`src/rtl/eq_gain_mixer.sv`:
```
// Equalizer band weighting/summing stage: per-frame signed gain MAC over all bands of each
// channel, round/saturate to OUT_W, with per-frame gain slewing, bypass and overrun flag.
//  state     | meaning
//  S_IDLE    | waiting for data_en & run
//  S_CAPTURE | frame data/gains held, bypass sampled, MAC counters loaded
//  S_MAC     | one product per cycle, ch-major / band-minor
//  S_FLUSH1  | last product accumulates into its channel sum
//  S_FLUSH2  | round/saturate channel sums into data_out
//  S_RAMP    | out_valid pulse, active gains slew toward targets
module eq_gain_mixer #(
    parameter int NUM_BANDS = 4,
    parameter int NUM_CH    = 2,
    parameter int DATA_W    = 48,
    parameter int GAIN_W    = 16,
    parameter int OUT_W     = 24,
    parameter int OUT_SHIFT = 38,
    parameter int RAMP_STEP = 64
) (
    input  logic                                clk,
    input  logic                                reset_n,
    input  logic                                run,
    input  logic                                bypass,
    input  logic                                gain_wr,
    input  logic                                gain_wr_rst,
    input  logic [GAIN_W-1:0]                   gain_wr_data,
    output logic                                wr_addr_zero,
    input  logic [$clog2(NUM_BANDS)-1:0]        gain_rd_sel,
    output logic [GAIN_W-1:0]                   gain_rd_data,
    input  logic                                data_en,
    input  logic [NUM_CH*NUM_BANDS*DATA_W-1:0]  data_in,
    output logic [NUM_CH*OUT_W-1:0]             data_out,
    output logic                                out_valid,
    output logic                                busy,
    output logic                                ramping,
    output logic                                sat,
    output logic                                overrun,
    input  logic                                ovr_clr
);
    localparam int N         = NUM_CH * NUM_BANDS;
    localparam int BW        = $clog2(NUM_BANDS);
    localparam int CW        = (NUM_CH > 1) ? $clog2(NUM_CH) : 1;
    localparam int IW        = (N > 1) ? $clog2(N) : 1;
    localparam int PROD_W    = DATA_W + GAIN_W;
    localparam int ACC_W     = PROD_W + BW;
    localparam int BYP_SHIFT = OUT_SHIFT - GAIN_W + 2;
    localparam logic [BW-1:0]           BMAX = BW'(NUM_BANDS - 1);
    localparam logic [CW-1:0]           CMAX = CW'(NUM_CH - 1);
    localparam logic signed [ACC_W:0]   OMAX = (ACC_W+1)'(2**(OUT_W-1) - 1);
    localparam logic signed [ACC_W:0]   OMIN = ~OMAX;
    localparam logic signed [ACC_W:0]   RND  = (ACC_W+1)'(1) << (OUT_SHIFT - 1);
    localparam logic signed [GAIN_W:0]  STEP = (GAIN_W+1)'(RAMP_STEP);

    typedef enum logic [2:0] {S_IDLE, S_CAPTURE, S_MAC, S_FLUSH1, S_FLUSH2, S_RAMP} state_t;
    state_t state, state_nx;

    logic        [BW-1:0]      wr_addr;
    logic signed [GAIN_W-1:0]  target    [NUM_BANDS];
    logic signed [GAIN_W-1:0]  active    [NUM_BANDS];
    logic signed [GAIN_W-1:0]  active_nx [NUM_BANDS];
    logic signed [GAIN_W-1:0]  snap_gain [NUM_BANDS];
    logic signed [DATA_W-1:0]  samples   [N];
    logic signed [ACC_W-1:0]   ch_sum    [NUM_CH];
    logic        [BW-1:0]      band_cnt, prod_band;
    logic        [CW-1:0]      ch_cnt, prod_ch;
    logic        [IW-1:0]      mac_idx, mac_left;
    logic        [PROD_W-1:0]  prod_q, mac_s, mac_g;
    logic                      prod_valid, bypass_q;
    logic        [ACC_W-1:0]   acc, acc_base, prod_ext, acc_sum;
    logic [NUM_CH*OUT_W-1:0]   out_nx;
    logic                      clip_any;

    assign busy         = (state != S_IDLE);
    assign wr_addr_zero = (wr_addr == '0);

    always_ff @(posedge clk or negedge reset_n) begin
        if (!reset_n) state <= S_IDLE;
        else          state <= state_nx;
    end

    always_comb begin
        state_nx = state;
        case (state)
            S_IDLE:    if (data_en) state_nx = S_CAPTURE;
            S_CAPTURE: state_nx = S_MAC;
            S_MAC:     if (mac_left == '0) state_nx = S_FLUSH1;
            S_FLUSH1:  state_nx = S_FLUSH2;
            S_FLUSH2:  state_nx = S_RAMP;
            default:   state_nx = S_IDLE;
        endcase
        if (!run) state_nx = S_IDLE;
    end

    always_ff @(posedge clk or negedge reset_n) begin
        if (!reset_n) begin
            wr_addr <= '0;
            for (int b = 0; b < NUM_BANDS; b++) target[b] <= '0;
        end else if (gain_wr_rst) begin
            wr_addr <= '0;
        end else if (gain_wr) begin
            target[wr_addr] <= gain_wr_data;
            wr_addr         <= (wr_addr == BMAX) ? '0 : wr_addr + 1'b1;
        end
    end

    // Each band independently steps toward its target, snapping once within one step.
    always_comb begin
        logic signed [GAIN_W:0] diff;
        diff     = '0;
        ramping  = 1'b0;
        for (int b = 0; b < NUM_BANDS; b++) begin
            diff = {target[b][GAIN_W-1], target[b]} - {active[b][GAIN_W-1], active[b]};
            if (RAMP_STEP == 0 || (diff <= STEP && diff >= -STEP)) active_nx[b] = target[b];
            else if (diff > 0) active_nx[b] = active[b] + GAIN_W'(RAMP_STEP);
            else               active_nx[b] = active[b] - GAIN_W'(RAMP_STEP);
            if (active[b] != target[b]) ramping = 1'b1;
        end
    end

    always_ff @(posedge clk or negedge reset_n) begin
        if (!reset_n) begin
            for (int b = 0; b < NUM_BANDS; b++) active[b] <= '0;
            gain_rd_data <= '0;
        end else begin
            if (state == S_RAMP && run) active <= active_nx;
            gain_rd_data <= (32'(gain_rd_sel) < NUM_BANDS) ? active[gain_rd_sel] : '0;
        end
    end

    assign mac_s = {{GAIN_W{samples[mac_idx][DATA_W-1]}}, samples[mac_idx]};
    assign mac_g = {{DATA_W{snap_gain[band_cnt][GAIN_W-1]}}, snap_gain[band_cnt]};

    assign acc_base = (prod_band == '0) ? '0 : acc;
    assign prod_ext = {{BW{prod_q[PROD_W-1]}}, prod_q};
    assign acc_sum  = acc_base + prod_ext;

    always_ff @(posedge clk or negedge reset_n) begin
        if (!reset_n) begin
            for (int i = 0; i < N; i++) samples[i] <= '0;
            for (int b = 0; b < NUM_BANDS; b++) snap_gain[b] <= '0;
            for (int c = 0; c < NUM_CH; c++) ch_sum[c] <= '0;
            bypass_q   <= 1'b0;
            band_cnt   <= '0;
            ch_cnt     <= '0;
            mac_idx    <= '0;
            mac_left   <= '0;
            prod_q     <= '0;
            prod_band  <= '0;
            prod_ch    <= '0;
            prod_valid <= 1'b0;
            acc        <= '0;
        end else begin
            if (state == S_IDLE && run && data_en) begin
                for (int i = 0; i < N; i++) samples[i] <= data_in[i*DATA_W +: DATA_W];
                snap_gain <= active;
            end
            if (state == S_CAPTURE) begin
                bypass_q <= bypass;
                band_cnt <= '0;
                ch_cnt   <= '0;
                mac_idx  <= '0;
                mac_left <= IW'(N - 1);
            end
            if (state == S_MAC) begin
                prod_q    <= mac_s * mac_g;
                prod_band <= band_cnt;
                prod_ch   <= ch_cnt;
                mac_idx   <= mac_idx + 1'b1;
                mac_left  <= mac_left - 1'b1;
                if (band_cnt == BMAX) begin
                    band_cnt <= '0;
                    ch_cnt   <= (ch_cnt == CMAX) ? '0 : ch_cnt + 1'b1;
                end else begin
                    band_cnt <= band_cnt + 1'b1;
                end
            end
            prod_valid <= (state == S_MAC) && run;
            if (prod_valid) begin
                acc <= acc_sum;
                if (prod_band == BMAX) ch_sum[prod_ch] <= acc_sum;
            end
        end
    end

    always_comb begin
        logic signed [ACC_W:0] ext_s, ext_b, wide;
        out_nx   = '0;
        clip_any = 1'b0;
        ext_s    = '0;
        ext_b    = '0;
        wide     = '0;
        for (int c = 0; c < NUM_CH; c++) begin
            ext_s = {ch_sum[c][ACC_W-1], ch_sum[c]};
            ext_b = {{(ACC_W+1-DATA_W){samples[c*NUM_BANDS][DATA_W-1]}}, samples[c*NUM_BANDS]};
            wide  = bypass_q ? (ext_b >>> BYP_SHIFT) : ((ext_s + RND) >>> OUT_SHIFT);
            if (wide > OMAX) begin
                out_nx[c*OUT_W +: OUT_W] = OMAX[OUT_W-1:0];
                clip_any = 1'b1;
            end else if (wide < OMIN) begin
                out_nx[c*OUT_W +: OUT_W] = OMIN[OUT_W-1:0];
                clip_any = 1'b1;
            end else begin
                out_nx[c*OUT_W +: OUT_W] = wide[OUT_W-1:0];
            end
        end
    end

    always_ff @(posedge clk or negedge reset_n) begin
        if (!reset_n) begin
            data_out  <= '0;
            out_valid <= 1'b0;
            sat       <= 1'b0;
            overrun   <= 1'b0;
        end else begin
            out_valid <= 1'b0;
            sat       <= 1'b0;
            if (state == S_FLUSH2 && run) begin
                data_out  <= out_nx;
                out_valid <= 1'b1;
                sat       <= clip_any;
            end
            if (data_en && busy) overrun <= 1'b1;
            else if (ovr_clr)    overrun <= 1'b0;
        end
    end
endmodule

```
`config.mk`:
```
export PLATFORM = sky130hd
export DESIGN_NAME = eq_gain_mixer
export DESIGN_NICKNAME = d
export VERILOG_FILES = /design/src/rtl/eq_gain_mixer.sv
export SDC_FILE = /design/constraint.sdc
export NUM_CORES = 2
export LEC_CHECK = 0
export CAP_MARGIN = 40
export CORE_UTILIZATION = 50
export DETAILED_ROUTE_END_ITERATION = 10
export PLACE_DENSITY = 0.79
export SLEW_MARGIN = 20
export SYNTH_ARGS = -nofsm -noshare
export SYNTH_HDL_FRONTEND = slang
export SYNTH_SLANG_ARGS = --single-unit
```
`constraint.sdc`:
```
create_clock -name clk -period 20.4 [get_ports clk]
set_clock_uncertainty 0.2 [all_clocks]
set_input_delay 3.06 -clock clk [delete_from_list [all_inputs] [get_ports clk]]
set_output_delay 3.06 -clock clk [all_outputs]
set_load 0.02 [all_outputs]
```
After elaboration in Yosys (flattened, before gate mapping)
Cells that the tools add are included.
- reduce and logical (&&, ||, !) cells: 23
- equal/unequal tests: 14
- multiplexer cells: 60
- multiply operators: 1
- order comparisons: 23
- add/subtract/negate cells: 20
- bitwise gates (word level): 6
- operators with widths (operator ; count):
    $mux 16 ; 13
    $bmux 48 s3 ; 1
    $add 66x39->67 const B ; 2
    $gt 67x24->1 const B ; 2
    $lt 67x24->1 const B ; 2
    $mux 67 ; 2
    $bwmux 132 ; 1
    $mux 66 ; 2
    $mux 24 ; 4
    $mux 48 ; 2
    $ge 17x7->1 const B ; 4
    $gt 17x1->1 const B ; 4
    $le 17x8->1 const B ; 4
    $sub 16x16->17 ; 4
    $add 66x66->66 ; 1
    $demux 66 s1 ; 1
    $add 16x8->16 const B ; 4
    $bmux 16 s2 ; 2
    $bwmux 64 ; 1
    $mul 48x16->64 ; 1
    $ne 16x16->1 ; 4
    $sub 16x8->16 const B ; 4
    $demux 16 s2 ; 1
    $mux 3 ; 7
    other kinds (27) ; 74
- bits of input ports: 410
- output and inout port bits: 70
- word-level logic and storage cells: 186
- bits in registers: 924

Longest topological paths before layout
- word-level depth: 8
- gate-level depth with buffers: 32
- mapped depth without buffers: 28

Least setup slack after synthesis
Ideal clock, no wire load.
- path kind: register -> register
- start point: register mac_idx[0]
- end point: register prod_q[61]
- library setup time: 0.125 ns
- data arrival time: 8.568 ns
- slack: 11.508 ns
- buffers on the path: 3
- clock period less this slack: 8.892 ns
- required time: 20.075 ns
- stages on the path, launching flop included: 29
- cells stage by stage: dfrtp_1 clkbuf_1 buf_1 buf_1 mux4_2 mux2i_1 nor2_1 fa_1 inv_1 fa_1 fa_1 fa_1 inv_1 fa_1 inv_1 fa_1 inv_1 ha_1 o21ai_0 o21bai_1 o311ai_0 a2111oi_1 o211ai_1 and3_1 o41a_1 o21ai_1 a41oi_1 xnor2_1 mux2_2
- longest elaborated chain between the ends: 5
- RTL lines (what ; line ; text):
    from (decl) ; 65 ; logic [IW-1:0] mac_idx, mac_left;
    from (signal assigned) ; 167 ; mac_idx <= mac_idx + 1'b1;
    $not 3->4 (implied by the code) ; 129 ; assign mac_s = {{GAIN_W{samples[mac_idx][DATA_W-1]}}, samples[mac_idx]};
    $bmux 48 s3 ; 129 ;
    $mux 48 (implied by the code) (2 in a row) ; 129 ;
    $mul 48x16->64 ; 164 ; prod_q <= mac_s * mac_g;
    to (signal assigned) ; 164 ;
    to (decl) ; 66 ; logic [PROD_W-1:0] prod_q, mac_s, mac_g;
No other way between the ends. The select of a mux whose other input is x is not followed.
A chain may end at the register's enable or synchronous reset.

Worst setup path after layout
- start point: register mac_idx[0]
- end point: register prod_q[63]
Same word-level chain as after synthesis.

==> impl_metrics.py <==
metrics = {
    "sta": {
        "maxSlewViolCount": 0,
        "final_hold_viol_count": 0,
        "fin_ws_ps": 10540,
        "rsz0062_at_grt": "no",
        "maxSlewHeadroom_pct": 35.96,
        "worst_pin_slew_ps": 960.7,
        "finalCritPeriodShare_pct": 48.34,
        "setup_viol": 0,
        "fmax_mhz": 101.4,
        "fin_crit_ps": 9861,
        "tns_ps": 0,
    },
    "run": {
        "maxCapViolCount": 0,
    },
    "floorplan": {
        "fp.dieArea_um2": 145500,
        "coreArea_um2": 142100,
        "die_h_um": 381.4,
        "initial_core_util_pct": 50.65,
        "io_pins": 480,
        "rows": 138,
        "die_w_um": 381.4,
    },
    "worst_hold_path": {
        "min-delay-start": "acc[48]",
        "holdCritPathClass": "flop to flop",
    },
    "yosys": {
        "avgSynthCellArea_um2": 10.02,
        "synth_top_area_share_pct": 29.55,
        "yosysTopAreaCell": "dfrtp_1",
        "synth-warning-count": 0,
        "syn-instance-count": 7185,
        "seq_area_frac_synth_pct": 29.55,
        "synth-seq-cells": 850,
        "synth_fp_nets": 8631,
        "synth_cell_types": 95,
        "async_reset_ff_share_pct": 100.0,
        "synth_ff_type": "dfrtp_1",
        "syn_area_um2": 71980,
        "yosys-top-cells-area": "dfrtp_1 30%, fa_1 20%, mux2_2 8.7%",
        "synth_edf_count": 0,
    },
    "route": {
        "vias": 56370,
        "wl_um": 230500,
        "first_iter_violations": 5210,
        "drtPass1Iterations": 5,
        "wl_per_cell_um": 24.26,
        "avgViaCountPerCell": 5.933,
        "route.detailed.drc": 0,
        "postRouteAntennaNets": 0,
    },
    "cts": {
        "cts.clk_slew.worst_paths_ps": 70,
        "insertion_delay_ps": 750,
        "ctsHoldBuffers": 0,
        "cts_buffers": 92,
        "cts_sinks": 850,
        "cts_root_buf": "clkbuf_16",
        "tritoncts": "built",
        "postCtsSetupBuffers": 0,
        "clk_path_buf_depth": 3,
        "htreeDepth": 3,
        "post_cts_resized": 0,
    },
    "cells_and_area": {
        "syn_to_final_growth_pct": 14.21,
        "instances_no_fill": 9501,
        "drive_gt1_share_pct": 13.27,
        "final_nets": 8933,
        "fin_util_pct": 57.85,
    },
    "power": {
        "p_leak_nw": 37.69,
        "powerDensity_nw_per_um2": 176.2,
        "vdd_drop_max_uv": 202.5,
    },
    "placement": {
        "place_congestion": 0.9738,
        "portBuffers": 479,
        "hpwl_um": 176300,
        "dp_cells": 9270,
        "post-place-ws_ps": 10630,
    },
    "global_route": {
        "antenna_found_initial": 55,
        "grt_pass1_wl_um": 353200,
        "grt_max_degree": 168,
        "grt_pass1_vias": 58080,
        "overflow": 0,
        "grt_usage_pct": 31.87,
    },
    "setup_path": {
        "arrival_ps": 10260,
        "path_max_fanout": 36,
        "worst-setup-path-type": "flop to flop",
        "worstReg2RegStart": "mac_idx[0]",
        "cp.required_ps": 20800,
        "cp-startpoint": "mac_idx[0]",
        "critPathLaunchType": "flop",
        "end_kind": "flop",
    },
    "status": {
        "outcome": "finished clean",
    },
}
-- critical path, stage by stage (launching register included) --
cell and delay [ps]:
dfrtp_4 580, buf_4 660, mux4_2 610, mux2i_1 640, nor2_1 200, fa_1 580
inv_1 70, fa_1 560, fa_1 440, fa_1 500, inv_1 60, fa_1 530
inv_1 60, fa_1 550, inv_1 60, ha_1 360, o21ai_0 140, o21bai_1 150
o311ai_0 190, a2111oi_1 710, nor2_1 190, o311a_1 490, o21ai_0 360, o31ai_1 160
o21ai_0 270, o41ai_1 110, a31o_2 240
-- state kept, by name, summed over array words and instances, names as in the netlist, 2 cells and up --
name,flops
ch_sum,58
acc,66
wr_addr,2
data_out,48
prod_q,64
prod_band,2
band_cnt,2
mac_idx,3
target,64
snap_gain,64
mac_left,3
samples,384
gain_rd_data,16
state,3
active,64
-- report_power, final --
group / switching, mW / internal (mW) / leakage [nW]
Combinational: 6.37 / 3.87 / 25.5
Sequential: 0.363 / 2.09 / 10.7
Clock: 0.769 / 1.02 / 1.55
-- cell usage after synthesis, types with 65 or more instances --
| library cell | number |
|---|---|
| inv_1 | 982 |
| nand2_1 | 942 |
| dfrtp_1 | 850 |
| fa_1 | 719 |
| mux2_2 | 558 |
| o21ai_0 | 351 |
| clkbuf_1 | 332 |
| nor2_1 | 318 |
| ha_1 | 317 |
| a21oi_1 | 219 |
| and2_1 | 160 |
| xnor2_1 | 133 |
| mux4_2 | 121 |
| xor2_1 | 105 |
| a21o_1 | 101 |
| nor2b_1 | 94 |
| nand3_1 | 89 |
| mux2i_1 | 77 |
| nand4_1 | 65 |
-- layer usage --
layer	routed length, µm	vias up	global-route usage [%]
met5	47	-	0
li1	-	24340	-
met4	13870	8	17.25
met1	85840	28500	39.86
met2	109600	2850	51.57
met3	21120	666	6.925
-- per-stage QoR --
stage                     total power [mW]  instance area, µm²  hold WS (ps)
after CTS                            14.36               81850         279.8
after floorplan                      9.440               71980         241.8
final                                14.49               82200         275.2
after global placement               12.25               78360         256.1
after detailed placement             12.52               78650         266.5
after global routing                 15.65               82190         291.3
-- cell type report --
| cell class | instances | area [µm²] |
|---|---|---|
| antenna | 47 | 117.6 |
| clock buffer | 129 | 2641 |
| clock inverter | 42 | 561.8 |
| fill | 11770 | 59900 |
| inverter | 984 | 3694 |
| multi-input combinational | 4989 | 45720 |
| sequential | 850 | 21280 |
| tap | 1890 | 2365 |
| timing repair buffer | 570 | 5817 |
-- logic make-up after synthesis --
logic type / share of synthesized area (%)
xor+xnor: 2.896
simple gates: 12.02
fa+ha+maj: 25.52
buf+inv: 7.056
compound gates: 9.246
mux: 13.71
flops: 29.55
-- final timing paths --
path,end,slack (ps),cells past startpoint
worst max-delay path,prod_q[63],10540,26
worst min-delay path,acc[48],280,2
worst max register to register,prod_q[63],10540,26
worst min register to register,acc[48],280,2
max in group asynchronous,active[26],14600,7
min in group asynchronous,samples[379],2140,1
-- cell usage in the layout (no fill, tap or decap), types with 17 or more instances in the layout --
cell type	netlist	final
a211oi_1	18	18
a21o_1	101	101
a21oi_1	219	219
a22o_1	41	41
a31oi_1	33	33
and2_1	160	160
and3_1	37	37
buf_4	1	63
clkbuf_1	332	17
clkbuf_16	0	92
clkbuf_8	0	20
clkdlybuf4s50_1	0	478
dfrtp_1	850	845
diode_2	0	47
fa_1	719	719
ha_1	317	317
inv_1	982	982
mux2_2	558	558
mux2i_1	77	76
mux4_2	121	121
nand2_1	942	941
nand2b_1	42	41
nand3_1	89	87
nand4_1	65	65
nor2_1	318	318
nor2b_1	94	94
nor3_1	37	37
o211ai_1	46	46
o21a_1	33	31
o21ai_0	351	347
o21bai_1	40	40
o31ai_1	21	21
or2_2	26	26
or3_1	21	21
xnor2_1	133	133
xor2_1	105	105
No activity file was read; power rests on OpenSTA's default activity.
